[config.mk]
export PLATFORM = sky130hd
export DESIGN_NAME = frame_step_master_flat
export DESIGN_NICKNAME = d
export VERILOG_FILES = /design/src/rtl/frame_step_master_pkg.sv /design/src/rtl/frame_step_if.sv /design/src/rtl/frame_step_master_rr_slot_ptr.sv /design/src/rtl/frame_step_master.sv /design/src/flat_wrapper.sv
export SDC_FILE = /design/constraint.sdc
export NUM_CORES = 1
export LEC_CHECK = 0
export CELL_PAD_IN_SITES_DETAIL_PLACEMENT = 0
export CELL_PAD_IN_SITES_GLOBAL_PLACEMENT = 2
export CORE_MARGIN = 5
export CORE_UTILIZATION = 25
export CTS_CLUSTER_DIAMETER = 80
export CTS_CLUSTER_SIZE = 14
export DETAILED_ROUTE_END_ITERATION = 6
export PLACE_DENSITY = 0.81
export SLEW_MARGIN = 0
export SYNTH_ARGS = -nofsm -noshare
export SYNTH_HDL_FRONTEND = slang
export SYNTH_SLANG_ARGS = --single-unit
[constraint.sdc]
create_clock -name clk -period 1.8 [get_ports clk]
set_input_delay 0.18 -clock clk [delete_from_list [all_inputs] [get_ports clk]]
set_output_delay 0.18 -clock clk [all_outputs]
set_load 0.02 [all_outputs]
[src/rtl/frame_step_master_pkg.sv]
// Shared types and constants for the per-frame object step scheduler.
package frame_step_master_pkg;

    typedef enum logic [2:0] {
        ST_IDLE,
        ST_CAL,
        ST_SETTLE,
        ST_SCAN,
        ST_REQ,
        ST_GAP,
        ST_DONE
    } fsm_state_t;

    localparam int OBJ_GADGET     = 0;
    localparam int OBJ_BALL       = 1;
    localparam int ROUND_CNT_BITS = 8;

    function automatic logic [ROUND_CNT_BITS-1:0] sat_inc(input logic [ROUND_CNT_BITS-1:0] v);
        return (&v) ? v : v + ROUND_CNT_BITS'(1);
    endfunction

endpackage

[src/rtl/frame_step_if.sv]
// Step handshake bundle between the frame scheduler (master) and the object array (slave).
interface frame_step_if
    import frame_step_master_pkg::*;
#(
    parameter int N_OBJ = 4
) ();

    logic                      i_frame_start;
    logic [N_OBJ-1:0]          i_obj_en;
    logic                      o_cal_frame;
    logic [N_OBJ-1:0]          o_obj_req;
    logic [N_OBJ-1:0]          i_obj_ack;
    logic [N_OBJ-1:0]          i_obj_frame_term;
    logic                      o_busy;
    logic                      o_frame_done;
    logic [ROUND_CNT_BITS-1:0] o_round_cnt;
    logic                      o_overrun;
    logic                      o_timeout_err;

    modport master (
        input  i_frame_start, i_obj_en, i_obj_ack, i_obj_frame_term,
        output o_cal_frame, o_obj_req, o_busy, o_frame_done,
               o_round_cnt, o_overrun, o_timeout_err
    );

    modport slave (
        output i_frame_start, i_obj_en, i_obj_ack, i_obj_frame_term,
        input  o_cal_frame, o_obj_req, o_busy, o_frame_done,
               o_round_cnt, o_overrun, o_timeout_err
    );

endinterface

[src/rtl/frame_step_master_rr_slot_ptr.sv]
// Round-robin slot pointer: clears to slot 0, advances with wrap, flags a completed round.
module rr_slot_ptr #(
    parameter int N_SLOT = 4,
    parameter int PTR_W  = 2
) (
    input  logic             clk,
    input  logic             rst,
    input  logic             clear,
    input  logic             advance,
    output logic [PTR_W-1:0] ptr,
    output logic             last,
    output logic             round_inc
);

    logic [PTR_W-1:0] ptr_reg, ptr_next;

    assign ptr       = ptr_reg;
    assign last      = (ptr_reg == PTR_W'(N_SLOT - 1));
    assign round_inc = advance && last && !clear;

    always_comb begin
        ptr_next = ptr_reg;
        if (clear) begin
            ptr_next = '0;
        end else if (advance) begin
            ptr_next = last ? '0 : ptr_reg + PTR_W'(1);
        end
    end

    always_ff @(posedge clk) begin
        if (rst) begin
            ptr_reg <= '0;
        end else begin
            ptr_reg <= ptr_next;
        end
    end

endmodule

[src/rtl/frame_step_master.sv]
// Per-frame step scheduler: broadcasts cal_frame, then round-robins single-step grants
// until every enabled object reports frame_term. Optional ack watchdog: FSM_TIMEOUT_EN.
module frame_step_master
    import frame_step_master_pkg::*;
#(
    parameter int N_OBJ       = 4,
    parameter int TIMEOUT_CYC = 64
) (
    input  logic         clk,
    input  logic         rst,
    frame_step_if.master bus
);

    localparam int PTR_W = $clog2(N_OBJ);

    if (N_OBJ < 2 || N_OBJ > 16 || TIMEOUT_CYC < 2) begin : g_bad_cfg
        $error("frame_step_master: unsupported N_OBJ or TIMEOUT_CYC");
    end

    fsm_state_t                state_reg, state_next;
    logic [N_OBJ-1:0]          en_q_reg, en_q_next;
    logic [ROUND_CNT_BITS-1:0] round_cnt_reg, round_cnt_next;
    logic                      timeout_err_reg, timeout_err_next;
    logic                      overrun_reg;
    logic                      cal_frame_reg, frame_done_reg, busy_reg;
    logic [N_OBJ-1:0]          req_reg, req_next;

    logic             ptr_clear, ptr_advance, ptr_last, round_inc;
    logic [PTR_W-1:0] ptr;
    logic             handshake, all_done, timeout_hit;

    rr_slot_ptr #(
        .N_SLOT (N_OBJ),
        .PTR_W  (PTR_W)
    ) u_ptr (
        .clk       (clk),
        .rst       (rst),
        .clear     (ptr_clear),
        .advance   (ptr_advance),
        .ptr       (ptr),
        .last      (ptr_last),
        .round_inc (round_inc)
    );

    assign handshake = req_reg[ptr] && bus.i_obj_ack[ptr];
    assign all_done  = ((en_q_reg & ~bus.i_obj_frame_term) == '0);

`ifdef FSM_TIMEOUT_EN
    localparam int WD_W = ($clog2(TIMEOUT_CYC) > 8) ? $clog2(TIMEOUT_CYC) : 8;
    logic [WD_W-1:0] wd_cnt_reg;

    // Counts cycles spent in the current REQ; restarts for every new grant.
    always_ff @(posedge clk) begin
        if (rst || state_reg != ST_REQ) begin
            wd_cnt_reg <= '0;
        end else begin
            wd_cnt_reg <= wd_cnt_reg + WD_W'(1);
        end
    end

    assign timeout_hit = (state_reg == ST_REQ) && (wd_cnt_reg == WD_W'(TIMEOUT_CYC - 1));
`else
    assign timeout_hit = 1'b0;
`endif

    always_comb begin
        state_next       = state_reg;
        en_q_next        = en_q_reg;
        timeout_err_next = timeout_err_reg;
        ptr_clear        = 1'b0;
        ptr_advance      = 1'b0;
        case (state_reg)
            ST_IDLE: begin
                if (bus.i_frame_start) begin
                    state_next = ST_CAL;
                end
            end
            ST_CAL: begin
                en_q_next  = bus.i_obj_en;
                ptr_clear  = 1'b1;
                state_next = ST_SETTLE;
            end
            ST_SETTLE: begin
                state_next = ST_SCAN;
            end
            ST_SCAN: begin
                if (en_q_reg[ptr] && !bus.i_obj_frame_term[ptr]) begin
                    state_next = ST_REQ;
                end else begin
                    ptr_advance = 1'b1;
                    if (ptr_last && all_done) begin
                        state_next = ST_DONE;
                    end
                end
            end
            ST_REQ: begin
                if (handshake) begin
                    state_next = ST_GAP;
                end else if (timeout_hit) begin
                    // A silent object is treated as terminated for the rest of this frame.
                    en_q_next[ptr]   = 1'b0;
                    timeout_err_next = 1'b1;
                    state_next       = ST_GAP;
                end
            end
            ST_GAP: begin
                ptr_advance = 1'b1;
                state_next  = (ptr_last && all_done) ? ST_DONE : ST_SCAN;
            end
            ST_DONE: begin
                state_next = ST_IDLE;
            end
            default: begin
                state_next = ST_IDLE;
            end
        endcase
    end

    always_comb begin
        round_cnt_next = round_cnt_reg;
        if (state_reg == ST_CAL) begin
            round_cnt_next = '0;
        end else if (round_inc) begin
            round_cnt_next = sat_inc(round_cnt_reg);
        end
    end

    // The pointer never moves on the SCAN->REQ transition, so the current slot is the grant target.
    for (genvar gi = 0; gi < N_OBJ; gi++) begin : g_req
        assign req_next[gi] = (state_next == ST_REQ) && (ptr == PTR_W'(gi));
    end

    always_ff @(posedge clk) begin
        if (rst) begin
            state_reg       <= ST_IDLE;
            en_q_reg        <= '0;
            round_cnt_reg   <= '0;
            timeout_err_reg <= 1'b0;
            overrun_reg     <= 1'b0;
            cal_frame_reg   <= 1'b0;
            frame_done_reg  <= 1'b0;
            busy_reg        <= 1'b0;
            req_reg         <= '0;
        end else begin
            state_reg       <= state_next;
            en_q_reg        <= en_q_next;
            round_cnt_reg   <= round_cnt_next;
            timeout_err_reg <= timeout_err_next;
            if (bus.i_frame_start && state_reg != ST_IDLE) begin
                overrun_reg <= 1'b1;
            end
            cal_frame_reg   <= (state_next == ST_CAL);
            frame_done_reg  <= (state_next == ST_DONE);
            busy_reg        <= (state_next != ST_IDLE);
            req_reg         <= req_next;
        end
    end

    assign bus.o_cal_frame   = cal_frame_reg;
    assign bus.o_obj_req     = req_reg;
    assign bus.o_busy        = busy_reg;
    assign bus.o_frame_done  = frame_done_reg;
    assign bus.o_round_cnt   = round_cnt_reg;
    assign bus.o_overrun     = overrun_reg;
    assign bus.o_timeout_err = timeout_err_reg;

endmodule

[src/flat_wrapper.sv]
// flat-port wrapper written by rule: the top's interface ports become plain ports
module frame_step_master_flat import frame_step_master_pkg::*;
#(
    parameter int N_OBJ       = 4,
    parameter int TIMEOUT_CYC = 64
)
  (clk, rst, bus_i_frame_start, bus_i_obj_en, bus_i_obj_ack, bus_i_obj_frame_term, bus_o_cal_frame, bus_o_obj_req, bus_o_busy, bus_o_frame_done, bus_o_round_cnt, bus_o_overrun, bus_o_timeout_err);
  frame_step_if #(.N_OBJ(N_OBJ)) bus_i ();
  input  logic clk;
  input  logic rst;
  input wire logic [$bits(bus_i.i_frame_start)-1:0] bus_i_frame_start;
  input wire logic [$bits(bus_i.i_obj_en)-1:0] bus_i_obj_en;
  input wire logic [$bits(bus_i.i_obj_ack)-1:0] bus_i_obj_ack;
  input wire logic [$bits(bus_i.i_obj_frame_term)-1:0] bus_i_obj_frame_term;
  output wire logic [$bits(bus_i.o_cal_frame)-1:0] bus_o_cal_frame;
  output wire logic [$bits(bus_i.o_obj_req)-1:0] bus_o_obj_req;
  output wire logic [$bits(bus_i.o_busy)-1:0] bus_o_busy;
  output wire logic [$bits(bus_i.o_frame_done)-1:0] bus_o_frame_done;
  output wire logic [$bits(bus_i.o_round_cnt)-1:0] bus_o_round_cnt;
  output wire logic [$bits(bus_i.o_overrun)-1:0] bus_o_overrun;
  output wire logic [$bits(bus_i.o_timeout_err)-1:0] bus_o_timeout_err;
  assign bus_i.i_frame_start = bus_i_frame_start;
  assign bus_i.i_obj_en = bus_i_obj_en;
  assign bus_i.i_obj_ack = bus_i_obj_ack;
  assign bus_i.i_obj_frame_term = bus_i_obj_frame_term;
  assign bus_o_cal_frame = bus_i.o_cal_frame;
  assign bus_o_obj_req = bus_i.o_obj_req;
  assign bus_o_busy = bus_i.o_busy;
  assign bus_o_frame_done = bus_i.o_frame_done;
  assign bus_o_round_cnt = bus_i.o_round_cnt;
  assign bus_o_overrun = bus_i.o_overrun;
  assign bus_o_timeout_err = bus_i.o_timeout_err;
  frame_step_master #(.N_OBJ(N_OBJ), .TIMEOUT_CYC(TIMEOUT_CYC)) u_core (.clk(clk), .rst(rst), .bus(bus_i));
endmodule
# == Yosys cells after proc, flatten, opt, wreduce, memory -nomap -nowiden ==
# Index checks and enable logic that the tools add are counted.
# totals
output_inout_bits,17
elab_cells,65
ff_bits,25
input_bits,15
# op_classes
mux,18
n_reduce_logical,21
order_cmp,1
eq_ne,11
n_addsub,2
n_bitwise,3
# op_table
operator,count
case mux 3 bit (6 select lines),1
two-way mux 3 bit,5
"equality test 3 bit, second input constant",4
logical AND 1 bit,10
"adder 8 x 1 -> 8 bit, second input constant",1
binary-select mux 1 bit (select 2 bit),4
AND reduction 8 bit,1
"equality test 3 x 1 -> 1 bit, second input constant",2
"equality test 3 x 2 -> 1 bit, second input constant",2
two-way mux 1 bit,6
nonzero test 3 bit,2
bitwise AND 4 bit,1
"equality test 2 bit, second input constant",2
logical NOT 4 bit,1
NOT 4 bit,1
OR reduction 2 bit,2
logical NOT 3 bit,1
"< comparator 2 x 3 -> 1 bit, second input constant",1
"adder 2 x 1 -> 2 bit, second input constant",1
"equality test 2 x 1 -> 1 bit, second input constant",1
logical NOT 1 bit,2
logical NOT 2 bit,1
two-way mux 2 bit,1
case mux 1 bit (2 select lines),1
2 further kinds,2

# == Logic depth before layout (Yosys ltp) ==
# depth
word_depth,9
depth_mapped,7
ltp_nobuf,6

# == By module ==
# A second synthesis with hierarchy kept.
# unflattened
hier_cells,127
area_unflattened_um2,1188.6
# modules_own_cells
mod,area_per_inst_um2,n_inst,cells_per_inst
frame_step_master,1086.0,1,117
rr_slot_ptr,102.6,1,10

# == Worst setup path after synthesis ==
# Ideal clock, no wire load.
# synth_path
path_type,register to register
from,register u_core.round_cnt_reg[0] (netlist: u_core.bus.o_round_cnt[0])
to,register u_core.round_cnt_reg[5] (netlist: u_core.bus.o_round_cnt[5])
setup_ns,0.059
stages_incl_launch_ff,8
slack_ns,-0.265
period_less_slack_ns,2.065
arrival_time_ns,2.006
required_time_ns,1.741
path_cell_list,dfxtp_1 ha_1 and2_1 a311o_1 o22a_1 buf_6 or4_1 nand2_1
# synth_via
elab_chain_cells,3
elab_cells_between_ends,4
cone_classes,add/sub (1); bitwise (1); reduce/logical (2)
# synth_rtl
element,line,rtl
"start, declared",frame_step_master.sv:22,"logic [ROUND_CNT_BITS-1:0] round_cnt_reg, round_cnt_next;"
"start signal, assigned",frame_step_master.sv:147,round_cnt_reg <= round_cnt_next;
branches (longest 3 deep; another with adder 8 x 1 -> 8 bit),-,
# Several ways; the timed one is not identified.
# A chain may end at the register's enable or synchronous reset.

# == Final worst setup path ==
# layout_path
from,input port bus_i_obj_frame_term[2]
to,register u_core.round_cnt_reg[2] (netlist: u_core.bus.o_round_cnt[2])
# layout_via
elab_chain_cells,9
# layout_rtl
element,line,rtl
"start, declared",flat_wrapper.sv:14,input wire logic [$bits(bus_i.i_obj_frame_term)-1:0] bus_i_obj_frame_term;
binary-select mux 1 bit (select 2 bit),frame_step_master.sv:87,if (en_q_reg[ptr] && !bus.i_obj_frame_term[ptr]) begin
two-way mux 1 bit (not written as such),frame_step_master.sv:87,
logical NOT 1 bit,frame_step_master.sv:87,
logical AND 1 bit,frame_step_master.sv:87,
two-way mux 1 bit,frame_step_master.sv:87,
case mux 1 bit (2 select lines),frame_step_master.sv:72,case (state_reg)
logical AND 1 bit (2 in series),frame_step_master_rr_slot_ptr.sv:19,assign round_inc = advance && last && !clear;
AND reduction 2 bit (no source line),-,
# Every way passes these cells. The select of a mux whose other input is x is not followed.

==> qor.yml <==
clock_tree:
  clkSlewWorstSetupHoldPaths_ns: 0.09
  clk_path_buf_depth: 2
  cts_root_buf: "clkbuf_8"
  numCtsBuffers: 3
  cts_hold_buf: 0
  cts_tree: "built"
  clkLatencyLatePin_ns: 0.27
  h-tree-depth: 1
  clock-sinks: 25
final_layout:
  final_layout_size_suffix_gt1_frac: 0.2985
  final_common_cell: "buf_4"
  seq_area_um2: 513.0
  largest_register_ffs: 8
  finalCoreUtilization: 0.4101
  fin_nets: 222
  multi_input_area_um2: 719.4
  antenna_cells: 0
  area_growth_pct: 59.59
  mostFrequentLayoutCells: "buf_4 (31), clkdlybuf4s50_1 (30), dfxtp_1 (19), nor2_1 (17), nand2_1 (14)"
  n_fill_cell: 454
critical_path:
  cp.buffers_inverters: 2
  crit_fanout: 5
  worstPathArrival_ns: 2.11
  critPathRequiredTime_ns: 2.01
  cp-start-kind: "primary input"
  slowest_delay_ns: 0.51
  criticalPathCategory: "in2reg"
  crit_family: "buffers and inverters"
  crit_slowest_cell: "clkdlybuf4s50_1"
  path_cells: "clkdlybuf4s50_1 > nor2b_4 > mux4_2 > o22a_4 > buf_6 > or3_4 > a21oi_2"
  rr_worst_depth: 6
  end_kind: "flip-flop"
  worstSetupPathDepth: 7
yosys:
  synth_seq_cells: 25
  ys_seq_area_frac: 0.4124
  yosys.cell_types.count: 40
  synthArstFlopShare: 0
  synth_fp_nets: 159
  syn_area_per_cell_um2: 8.731
  synth_edf_count: 0
  syn-cell-area_um2: 1214
  syn_inst: 139
  synthFlopType: "dfxtp_1"
  yosys_warnings: 0
timing:
  maxSlewViolCount: 0
  worst_slack_ns: -0.1032
  period_share: 1.057
  hold_viol_final: 0
  skew_ns: 0.0006690
  max_freq_mhz: 525.4
  setup_viol: 11
  setup_tns_ns: -0.4777
  min_period_ns: 1.903
  rsz0062_at_grt: "yes"
global_route:
  antenna_found_initial: 0
  grt_util_met2: 0.1836
  grt_overflow_total: 0
  use_met1: 0.1253
  grt_pass1_wl_um: 5395
  grt_pass1_vias: 1205
  grtUsageTotal: 0.1060
  grt_max_degree: 15
  top_usage_layer: "met2"
  use_met3: 0.03950
power:
  p_leak_nw: 0.7574
  ir_drop_mv: 0.2601
  power_density_nw_per_um2: 568.3
die:
  start_util: 0.2570
  die_height_um: 79.68
  die_x_um: 79.68
  core_um2: 4723
  rows: 25
  ios: 32
  die_area_um2: 6348
outcome:
  violations: "setup timing"
  outcome: "complete, but fails checks"
hold_path:
  hold_class: "reg2reg"
  holdPathStages: 2
placed_design:
  hpwlAfterDp_um: 2476
  gp_congestion: 0.7911
  io_buffers: 30
drt:
  drt_pass1_iterations: 4
  dr.first_iter.drc_count: 112
  routed_wl_um: 3306
  routedWlPerCell_um: 12.34
  ant_nets: 0
  drcViolationCount: 0
  vias: 1248
  via_per_inst: 4.657
job:
  maxCapViolations: 0
[worst min-delay path: stages, from the launching register on]
cell and delay [ns]:
dfxtp_1 0.34, a21oi_1 0.04, nor2_1 0.07
[synth_stat cells, types with 2 or more instances]
cell,count,area share
a21oi_1,7,0.029
a31o_2,3,0.022
and2_1,4,0.021
and3_1,3,0.015
clkbuf_1,4,0.012
dfxtp_1,25,0.41
ha_1,5,0.052
inv_1,4,0.012
mux2i_1,6,0.049
nand2_1,14,0.043
nand3_1,3,0.012
nand3b_1,2,0.012
nor2_1,17,0.053
nor2b_1,4,0.021
nor3_1,5,0.021
o211ai_1,2,0.012
o21ai_0,4,0.016
or3_1,3,0.015
or4_1,3,0.019
[per-layer routing]
metal	up-vias	wire (um)
met5	-	0
met4	0	14
met3	2	263
met2	41	1617
met1	586	1410
li1	619	-
[logic make-up after synthesis]
group	after synthesis	synth area share
mux	7	0.06804
simple gates	63	0.2670
flops	25	0.4124
other cells	1	0.003090
fa+ha+maj	5	0.05155
buf+inv	11	0.04329
compound gates	26	0.1474
xor+xnor	1	0.007218
[report_power, final]
group | switching, mW | total [mW] | internal [mW]
Sequential | 0.00788 | 0.576 | 0.568
Clock | 0.180 | 0.334 | 0.155
Combinational | 0.0870 | 0.190 | 0.103
[through the flow]
stage / hold slack, ns / worst slack [ns] / instance area, um^2 / total power [mW] / std cells
2_1_floorplan: 0.3038 / -0.03739 / 1241 / 0.6824 / 139
3_3_place_gp: 0.4524 / -0.3469 / 1802 / 0.7687 / 258
3_5_place_dp: 0.4666 / -0.4060 / 1802 / 0.7724 / 258
4_1_cts: 0.4918 / -0.08489 / 1889 / 1.116 / 266
5_1_grt: 0.5241 / -0.1821 / 1937 / 1.164 / 268
6_report: 0.4834 / -0.1032 / 1937 / 1.101 / 268
[final timing paths]
path / startpoint / endpoint / slack (ns)
min: u_core.bus.o_overrun$_SDFFE_PP0P_ / u_core.bus.o_overrun$_SDFFE_PP0P_ / 0.48
max: bus_i_obj_frame_term[2] / u_core.bus.o_round_cnt[2]$_SDFFE_PP0P_ / -0.10
min reg2reg: u_core.bus.o_overrun$_SDFFE_PP0P_ / u_core.bus.o_overrun$_SDFFE_PP0P_ / 0.48
max reg2reg: u_core.en_q_reg[0]$_SDFFE_PP0P_ / u_core.bus.o_round_cnt[2]$_SDFFE_PP0P_ / -0.09
[layout make-up]
| type | instances | area share |
|---|---|---|
| inverters | 5 | 0.009690 |
| flip-flops and latches | 25 | 0.2649 |
| clock inverters | 1 | 0.002584 |
| well taps | 67 | 0.04328 |
| multi-input cells | 104 | 0.3714 |
| repair buffers | 63 | 0.2868 |
| clock buffers | 3 | 0.02132 |
[repair_timing]
action | in CTS | in global routing
pin swaps | 1 | 1
gates cloned | 1 | 0
endpoints found under the setup margin | 13 | 16
setup buffers | 3 | 2
gates resized for setup | 3 | 10
Note: power is estimated with default switching activity, not from simulation.
